==> config.mk <==
export PLATFORM = sky130hd
export DESIGN_NAME = wb_stage_flat
export DESIGN_NICKNAME = d
export VERILOG_FILES = /design/src/rtl/wb_stage_if.sv /design/src/rtl/wb_stage.sv /design/src/flat_wrapper.sv
export SDC_FILE = /design/constraint.sdc
export NUM_CORES = 1
export LEC_CHECK = 0
export CAP_MARGIN = 30
export CORE_ASPECT_RATIO = 1.75
export CORE_UTILIZATION = 46
export DETAILED_ROUTE_END_ITERATION = 12
export PLACE_DENSITY = 0.84
export SLEW_MARGIN = 40
export SYNTH_ARGS = -nofsm -noshare
export SYNTH_HDL_FRONTEND = slang
export SYNTH_SLANG_ARGS = --single-unit
export TNS_END_PERCENT = 1
==> constraint.sdc <==
create_clock -name clk -period 3.8 [get_ports clk]
set_input_delay 0.76 -clock clk [delete_from_list [all_inputs] [get_ports clk]]
set_output_delay 0.76 -clock clk [all_outputs]
set_load 0.01 [all_outputs]
==> src/rtl/wb_stage_if.sv <==
// Writeback stage bus: M-stage inputs plus the register-file write port and retire count.
interface wb_stage_if;
    logic        en;
    logic        clr;
    logic        M_valid;
    logic [31:0] M_PC;
    logic        M_Wr;
    logic [4:0]  M_A3;
    logic [1:0]  M_WSel;
    logic [2:0]  M_LdType;
    logic [31:0] M_ALURes;
    logic [31:0] M_MemRD;
    logic        Wr;
    logic [4:0]  A3;
    logic [31:0] WD;
    logic [31:0] PC4;
    logic [31:0] retire_cnt;

    modport slave (
        input  en, clr, M_valid, M_PC, M_Wr, M_A3, M_WSel, M_LdType, M_ALURes, M_MemRD,
        output Wr, A3, WD, PC4, retire_cnt
    );

    modport master (
        output en, clr, M_valid, M_PC, M_Wr, M_A3, M_WSel, M_LdType, M_ALURes, M_MemRD,
        input  Wr, A3, WD, PC4, retire_cnt
    );
endinterface

==> src/rtl/wb_stage.sv <==
// P5 writeback stage: load extraction, writeback mux, GRF write port and retire counter.
// Optional retire counter enabled by defining WB_RETIRE_CNT_EN; otherwise retire_cnt is 0.
module wb_stage #(
    parameter logic [31:0] RESET_PC = 32'h0000_3000
) (
    input  logic        clk,
    input  logic        rst,
    wb_stage_if.slave   bus
);
    localparam int unsigned XLEN = 32;

    // Named PC4 so the register file's trace can reach it as W.PC4.
    logic [XLEN-1:0] PC4;
    logic            wr_q;
    logic [4:0]      a3_q;
    logic [XLEN-1:0] wd_q;

    logic [1:0]      off_c;
    logic [7:0]      byte_c;
    logic [15:0]     half_c;
    logic [XLEN-1:0] ld_c;
    logic [XLEN-1:0] wd_c;
    logic            wr_c;

    // Load extraction and writeback source select
    always_comb begin
        off_c  = bus.M_ALURes[1:0];
        byte_c = bus.M_MemRD[{off_c, 3'b000} +: 8];
        half_c = off_c[1] ? bus.M_MemRD[31:16] : bus.M_MemRD[15:0];
        ld_c   = bus.M_MemRD;
        wd_c   = bus.M_ALURes;
        wr_c   = bus.M_valid & bus.M_Wr & (bus.M_A3 != 5'd0);
        case (bus.M_LdType)
            3'b001:  ld_c = {24'h0, byte_c};
            3'b010:  ld_c = {{24{byte_c[7]}}, byte_c};
            3'b011:  ld_c = {16'h0, half_c};
            3'b100:  ld_c = {{16{half_c[15]}}, half_c};
            default: ld_c = bus.M_MemRD;
        endcase
        case (bus.M_WSel)
            2'b10:   wd_c = bus.M_PC + XLEN'(8);
            2'b01:   wd_c = ld_c;
            default: wd_c = bus.M_ALURes;
        endcase
    end

    // Pipeline register: reset and flush both leave a bubble
    always_ff @(posedge clk) begin
        if (rst || bus.clr) begin
            wr_q <= 1'b0;
            a3_q <= 5'd0;
            wd_q <= '0;
            PC4  <= RESET_PC + XLEN'(4);
        end else if (bus.en) begin
            wr_q <= wr_c;
            a3_q <= bus.M_A3;
            wd_q <= wd_c;
            PC4  <= bus.M_PC + XLEN'(4);
        end
    end

    assign bus.Wr  = wr_q;
    assign bus.A3  = a3_q;
    assign bus.WD  = wd_q;
    assign bus.PC4 = PC4;

`ifdef WB_RETIRE_CNT_EN
    logic [XLEN-1:0] cnt_q;

    // Counts valid instructions captured into W; wraps naturally
    always_ff @(posedge clk) begin
        if (rst) begin
            cnt_q <= '0;
        end else if (!bus.clr && bus.en && bus.M_valid) begin
            cnt_q <= cnt_q + XLEN'(1);
        end
    end

    assign bus.retire_cnt = cnt_q;
`else
    assign bus.retire_cnt = 32'h0;
`endif
endmodule
==> src/flat_wrapper.sv <==
// flat-port wrapper written by rule: the top's interface ports become plain ports
module wb_stage_flat 
#(
    parameter logic [31:0] RESET_PC = 32'h0000_3000
)
  (clk, rst, bus_en, bus_clr, bus_M_valid, bus_M_PC, bus_M_Wr, bus_M_A3, bus_M_WSel, bus_M_LdType, bus_M_ALURes, bus_M_MemRD, bus_Wr, bus_A3, bus_WD, bus_PC4, bus_retire_cnt);
  wb_stage_if bus_i ();
  input  logic clk;
  input  logic rst;
  input wire logic [$bits(bus_i.en)-1:0] bus_en;
  input wire logic [$bits(bus_i.clr)-1:0] bus_clr;
  input wire logic [$bits(bus_i.M_valid)-1:0] bus_M_valid;
  input wire logic [$bits(bus_i.M_PC)-1:0] bus_M_PC;
  input wire logic [$bits(bus_i.M_Wr)-1:0] bus_M_Wr;
  input wire logic [$bits(bus_i.M_A3)-1:0] bus_M_A3;
  input wire logic [$bits(bus_i.M_WSel)-1:0] bus_M_WSel;
  input wire logic [$bits(bus_i.M_LdType)-1:0] bus_M_LdType;
  input wire logic [$bits(bus_i.M_ALURes)-1:0] bus_M_ALURes;
  input wire logic [$bits(bus_i.M_MemRD)-1:0] bus_M_MemRD;
  output wire logic [$bits(bus_i.Wr)-1:0] bus_Wr;
  output wire logic [$bits(bus_i.A3)-1:0] bus_A3;
  output wire logic [$bits(bus_i.WD)-1:0] bus_WD;
  output wire logic [$bits(bus_i.PC4)-1:0] bus_PC4;
  output wire logic [$bits(bus_i.retire_cnt)-1:0] bus_retire_cnt;
  assign bus_i.en = bus_en;
  assign bus_i.clr = bus_clr;
  assign bus_i.M_valid = bus_M_valid;
  assign bus_i.M_PC = bus_M_PC;
  assign bus_i.M_Wr = bus_M_Wr;
  assign bus_i.M_A3 = bus_M_A3;
  assign bus_i.M_WSel = bus_M_WSel;
  assign bus_i.M_LdType = bus_M_LdType;
  assign bus_i.M_ALURes = bus_M_ALURes;
  assign bus_i.M_MemRD = bus_M_MemRD;
  assign bus_Wr = bus_i.Wr;
  assign bus_A3 = bus_i.A3;
  assign bus_WD = bus_i.WD;
  assign bus_PC4 = bus_i.PC4;
  assign bus_retire_cnt = bus_i.retire_cnt;
  wb_stage #(.RESET_PC(RESET_PC)) u_core (.clk(clk), .rst(rst), .bus(bus_i));
endmodule
# [Word level (Yosys, flattened, before mapping)]
# Cells that the tools add are included.
# W data, S select, Z words.
[totals] regBits=70 latch_bits=0 ramBits=0 romBits=0 output_inout_bits=102 wordCells=20 mem_count=0
[op_classes] addsub=2 n_mul=0 div_mod_pow=0 order_cmp=0 eq_ne=6 shifts=1 n_mux=3 n_bitwise=2 n_reduce_logical=2
[ops] operator="$pmux W32 S4" count=1
[ops] operator="$pmux W32 S2" count=1
[ops] operator="$add A32 B3 Y32 const B" count=1
[ops] operator="$add A32 B4 Y32 const B" count=1
[ops] operator="$shiftx A32 B6 Y8" count=1
[ops] operator="$mux W16" count=1
[ops] operator="$eq A3 B2 Y1 const B" count=2
[ops] operator="$reduce_bool A5 Y1" count=1
[ops] operator="$eq A3 B1 Y1 const B" count=1
[ops] operator="$eq A3 B3 Y1 const B" count=1
[ops] operator="$and A1 B1 Y1" count=2
[ops] operator="$eq A2 B1 Y1 const B" count=1
[ops] operator="$eq A2 B2 Y1 const B" count=1
[ops] operator="$logic_or A1 B1 Y1" count=1

# [Depth between registers and ports, before layout]
[depth] word_depth=3 ltp_mapped=9 depth_no_buf=7

# [Worst setup path before layout]
# OpenSTA, ideal clock, no wires.
[synth_timing] path_kind="input to register" start="input port bus_M_PC[3]" end="register u_core.wd_q[25], in the netlist u_core.bus.WD[25]" arrival_ps=2411 path_slack_ps=1260 path_stages=7 path_buffers=0 cell_sequence="ha_1 -> nand3_2 -> or4_4 -> nor4_4 -> xor2_1 -> a211oi_1 -> nor3_2"
[synth_via] elab_chain_cells=2
[synth_lines] item="from (decl)" line="flat_wrapper.sv:13" source="input wire logic [$bits(bus_i.M_PC)-1:0] bus_M_PC;"
[synth_lines] item="$add A32 B4 Y32" line="wb_stage.sv:41" source="2'b10: wd_c = bus.M_PC + XLEN'(8);"
[synth_lines] item="$pmux W32 S2" line="wb_stage.sv:40" source="case (bus.M_WSel)"
[synth_lines] item="to (signal assigned)" line="wb_stage.sv:57" source="wd_q <= wd_c;"
[synth_lines] item="to (decl)" line="wb_stage.sv:16" source="logic [XLEN-1:0] wd_q;"
# No other way between the ends.
# A chain may end at the register's enable or synchronous reset.

# [Worst setup path after layout]
[layout_timing] start="input port bus_M_PC[4]" end="register u_core.wd_q[25], in the netlist u_core.bus.WD[25]"
# Same word-level chain as after synthesis.

==> run_results.csv <==
group,metric,value,unit
worst_setup_path,worstSetupStartpointType,"primary input",
logic_synthesis,ys_seq_elements,70,
drt,ant_nets,0,
clock_tree,clk_path_buf_depth,2,
floorplan,rows,49,
clock_tree,cts_buffers,9,
floorplan,die_area,10900,sq um
status,status,"finished, final reports clean",
layout,final_util,67.6,%
global_routing,grt_pass1_vias,5364,
global_routing,gr-total-overflow,0,
logic_synthesis,seq_area_frac_synth,29.0,%
pwr,p_int,1600,uW
layout,layout.area.seq,1400,sq um
pwr,ir_worst_vdd,0.247,mV
sta,hold_viol_final,0,
placed_design,dpl.hpwl,14.6,mm
sta,setup_viol,0,
logic_synthesis,ys_async_sr_fraction,0,%
layout,multi_input_area,3060,sq um
sta,worst_slew_pin_slew,726,ps
clock_tree,postCtsHoldBufs,0,
logic_synthesis,ys.flop_type,"dfxtp_1",
sta,max_slew_margin,51.2,%
logic_synthesis,yosys.area.top_type,"dfxtp_1",
clock_tree,clkTransAtPathRegs,60,ps
layout,fill_cells,857,
sta,setup_tns,0,ps
global_routing,antenna_found_initial,0,
layout,drive_above_1_share,7.19,%
pwr,p_comb_share,24.7,%
worst_setup_path,crit_required,4000,ps
clock_tree,clock-sinks,70,
pwr,p_per_area,328,nW/um^2
pwr,power.share.clock,40.7,%
logic_synthesis,synth_top_area_share,29.0,%
sta,final_max_slew_viol_count,0,
run,drv_cap,0,
clock_tree,postCtsSetupRepairBufs,0,
logic_synthesis,ys_top_cells_by_count,"dfxtp_1, a21oi_1, nor2_1, o21ai_0, clkbuf_1",
logic_synthesis,netlist_area,4840,sq um
clock_tree,cts-resized-gates,0,
logic_synthesis,yosysWarnings,0,
pwr,power.leakage,0.00255,uW
pwr,swShare,29.4,%
worst_setup_path,endpoint_kind,"flip-flop",
global_routing,grt_pass1_wl,29.0,mm
layout,fin_nets,876,
floorplan,ios,214,
worst_setup_path,crit_type,"in2reg",
worst_setup_path,path_max_fanout,5,
global_routing,grt_max_degree,45,
pwr,power.net_switching,668,uW
drt,vias,5456,
placed_design,place.gp.congestion,0.931,
drt,drt_first_pass_iters,8,
logic_synthesis,synth_area_per_cell,8.01,sq um
logic_synthesis,synth_edf_count,0,
layout,stdcell_area,6920,sq um
logic_synthesis,yosysMostFrequentCell,"dfxtp_1",
logic_synthesis,synth.area.top_cells,"dfxtp_1, xor2_1, a21oi_1, buf_4, o221ai_1",
clock_tree,cts-root-buf,"clkbuf_16",
floorplan,die_h,138,um
pwr,power,2270,uW
drt,route.detailed.drc,0,
sta,skew,0,ps
floorplan,core_area,10200,sq um
placed_design,dp_worst_setup_slack,496,ps
floorplan,die_w,79.5,um
sta,rsz0062_at_grt,"false",
drt,drt_iter0_drc,427,
pwr,pwr-share-seq,34.6,%
drt,drt_wl_total,19.2,mm
clock_tree,cts_tree,"yes",
worst_setup_path,arrival,3200,ps
sta,layout_setup_ws,797,ps
placed_design,postPlaceCellArea,6590,sq um
clock_tree,clk_latency,340,ps
sta,fmax,0.333,GHz
layout,antenna_cells,0,
layout,area_delta_synth_final,43.1,%
placed_design,portBuffers,181,
drt,wl_per_cell,21.5,um
drt,via_per_inst,6.12,
logic_synthesis,ys_types,58,
hold_path,hp-class,"reg2reg",
sta,period_minus_slack,3000,ps
sta,period_share,79.0,%
logic_synthesis,synth_cells,604,
global_routing,track_usage,35.3,%
floorplan,start_util,47.3,%
clock_tree,h-tree-depth,3,
## per-stage QoR
step | instances | hold WS, ps
after global placement | 876 | 462
after CTS | 892 | 488
after detailed placement | 876 | 476
final | 892 | 485
after global routing | 892 | 505
after floorplan | 635 | 505
## power groups by stage
stage               combinational (uW)  sequential (uW)  clock, uW
floorplan                          275              813          0
global placement                   545              801          0
detailed placement                 549              802          0
CTS                                554              786        933
global route                       595              790        958
finish                             562              786        924
## state kept, by name, summed over array words and instances, names as in the netlist
register	flops
u_core.bus.Wr	1
u_core.bus.PC4	32
u_core.bus.WD	32
u_core.bus.A3	5
## cell families (layout without fill, tap and decap cells)
logic type | Yosys count | count (layout) | share of synthesized area, %
AO/OA/AOI/OAI | 195 | 195 | 27.0
AND/OR/NAND/NOR | 163 | 163 | 18.4
adder cells (fa/ha/maj) | 5 | 5 | 1.24
flip-flops | 70 | 70 | 29.0
XOR/XNOR | 55 | 55 | 9.96
buffers and inverters | 97 | 227 | 10.4
multiplexers | 18 | 18 | 3.98
other | 1 | 32 | 0.0775
## critical path: stages
cell and delay, ps:
clkdlybuf4s50_1 560, ha_1 290, nand3_2 170, or4_4 630, nor4_4 340, xor2_1 110
a211oi_1 300, nor3_2 50
## cell usage in the layout (no fill, tap or decap), types with 3 or more instances in the layout
cell,Yosys,routed
a31oi_1,6,6
nor2_1,45,44
inv_1,14,14
xor2_1,34,34
xnor2_1,21,20
nand4_1,9,9
and4_1,3,3
buf_4,33,17
nor4_4,3,3
ha_1,4,4
a21oi_1,54,54
mux2i_1,17,17
and2_1,6,6
o21ai_0,45,45
a211oi_1,14,14
o221ai_1,28,28
o22ai_1,5,5
a221oi_1,18,18
clkdlybuf4s50_1,0,180
conb_1,1,32
nor3_1,11,11
dfxtp_1,70,70
nand2_1,34,34
o2bb2ai_1,5,5
nor3_2,6,6
and3_1,11,11
nand3_1,19,19
clkbuf_16,0,9
## path summary, 6_finish.rpt
kind	start	to	slack, ps	depth (start not counted)
max	bus_M_PC[4]	u_core.bus.WD[25]	800	8
min	u_core.bus.PC4[6]	u_core.bus.PC4[6]	480	2
max reg2reg	u_core.bus.WD[5]	u_core.bus.WD[5]	2390	4
min reg2reg	u_core.bus.PC4[6]	u_core.bus.PC4[6]	480	2
## layout make-up
cell class | count | share of cell area [%]
Clock buffer | 9 | 3.25
Clock inverter | 7 | 1.41
Inverter | 14 | 0.759
Multi-Input combinational cell | 468 | 44.2
Sequential cell | 70 | 20.2
Tap cell | 127 | 2.29
Timing Repair Buffer | 197 | 27.9
## layer usage
layer	vias up	wire length, um	track usage (%)
met5	-	0	0
met4	0	1540	28.9
met3	92	1190	4.50
met2	353	9900	62.0
met1	2531	6590	36.9
li1	2480	-	-
(Power assumes the default switching activity.)
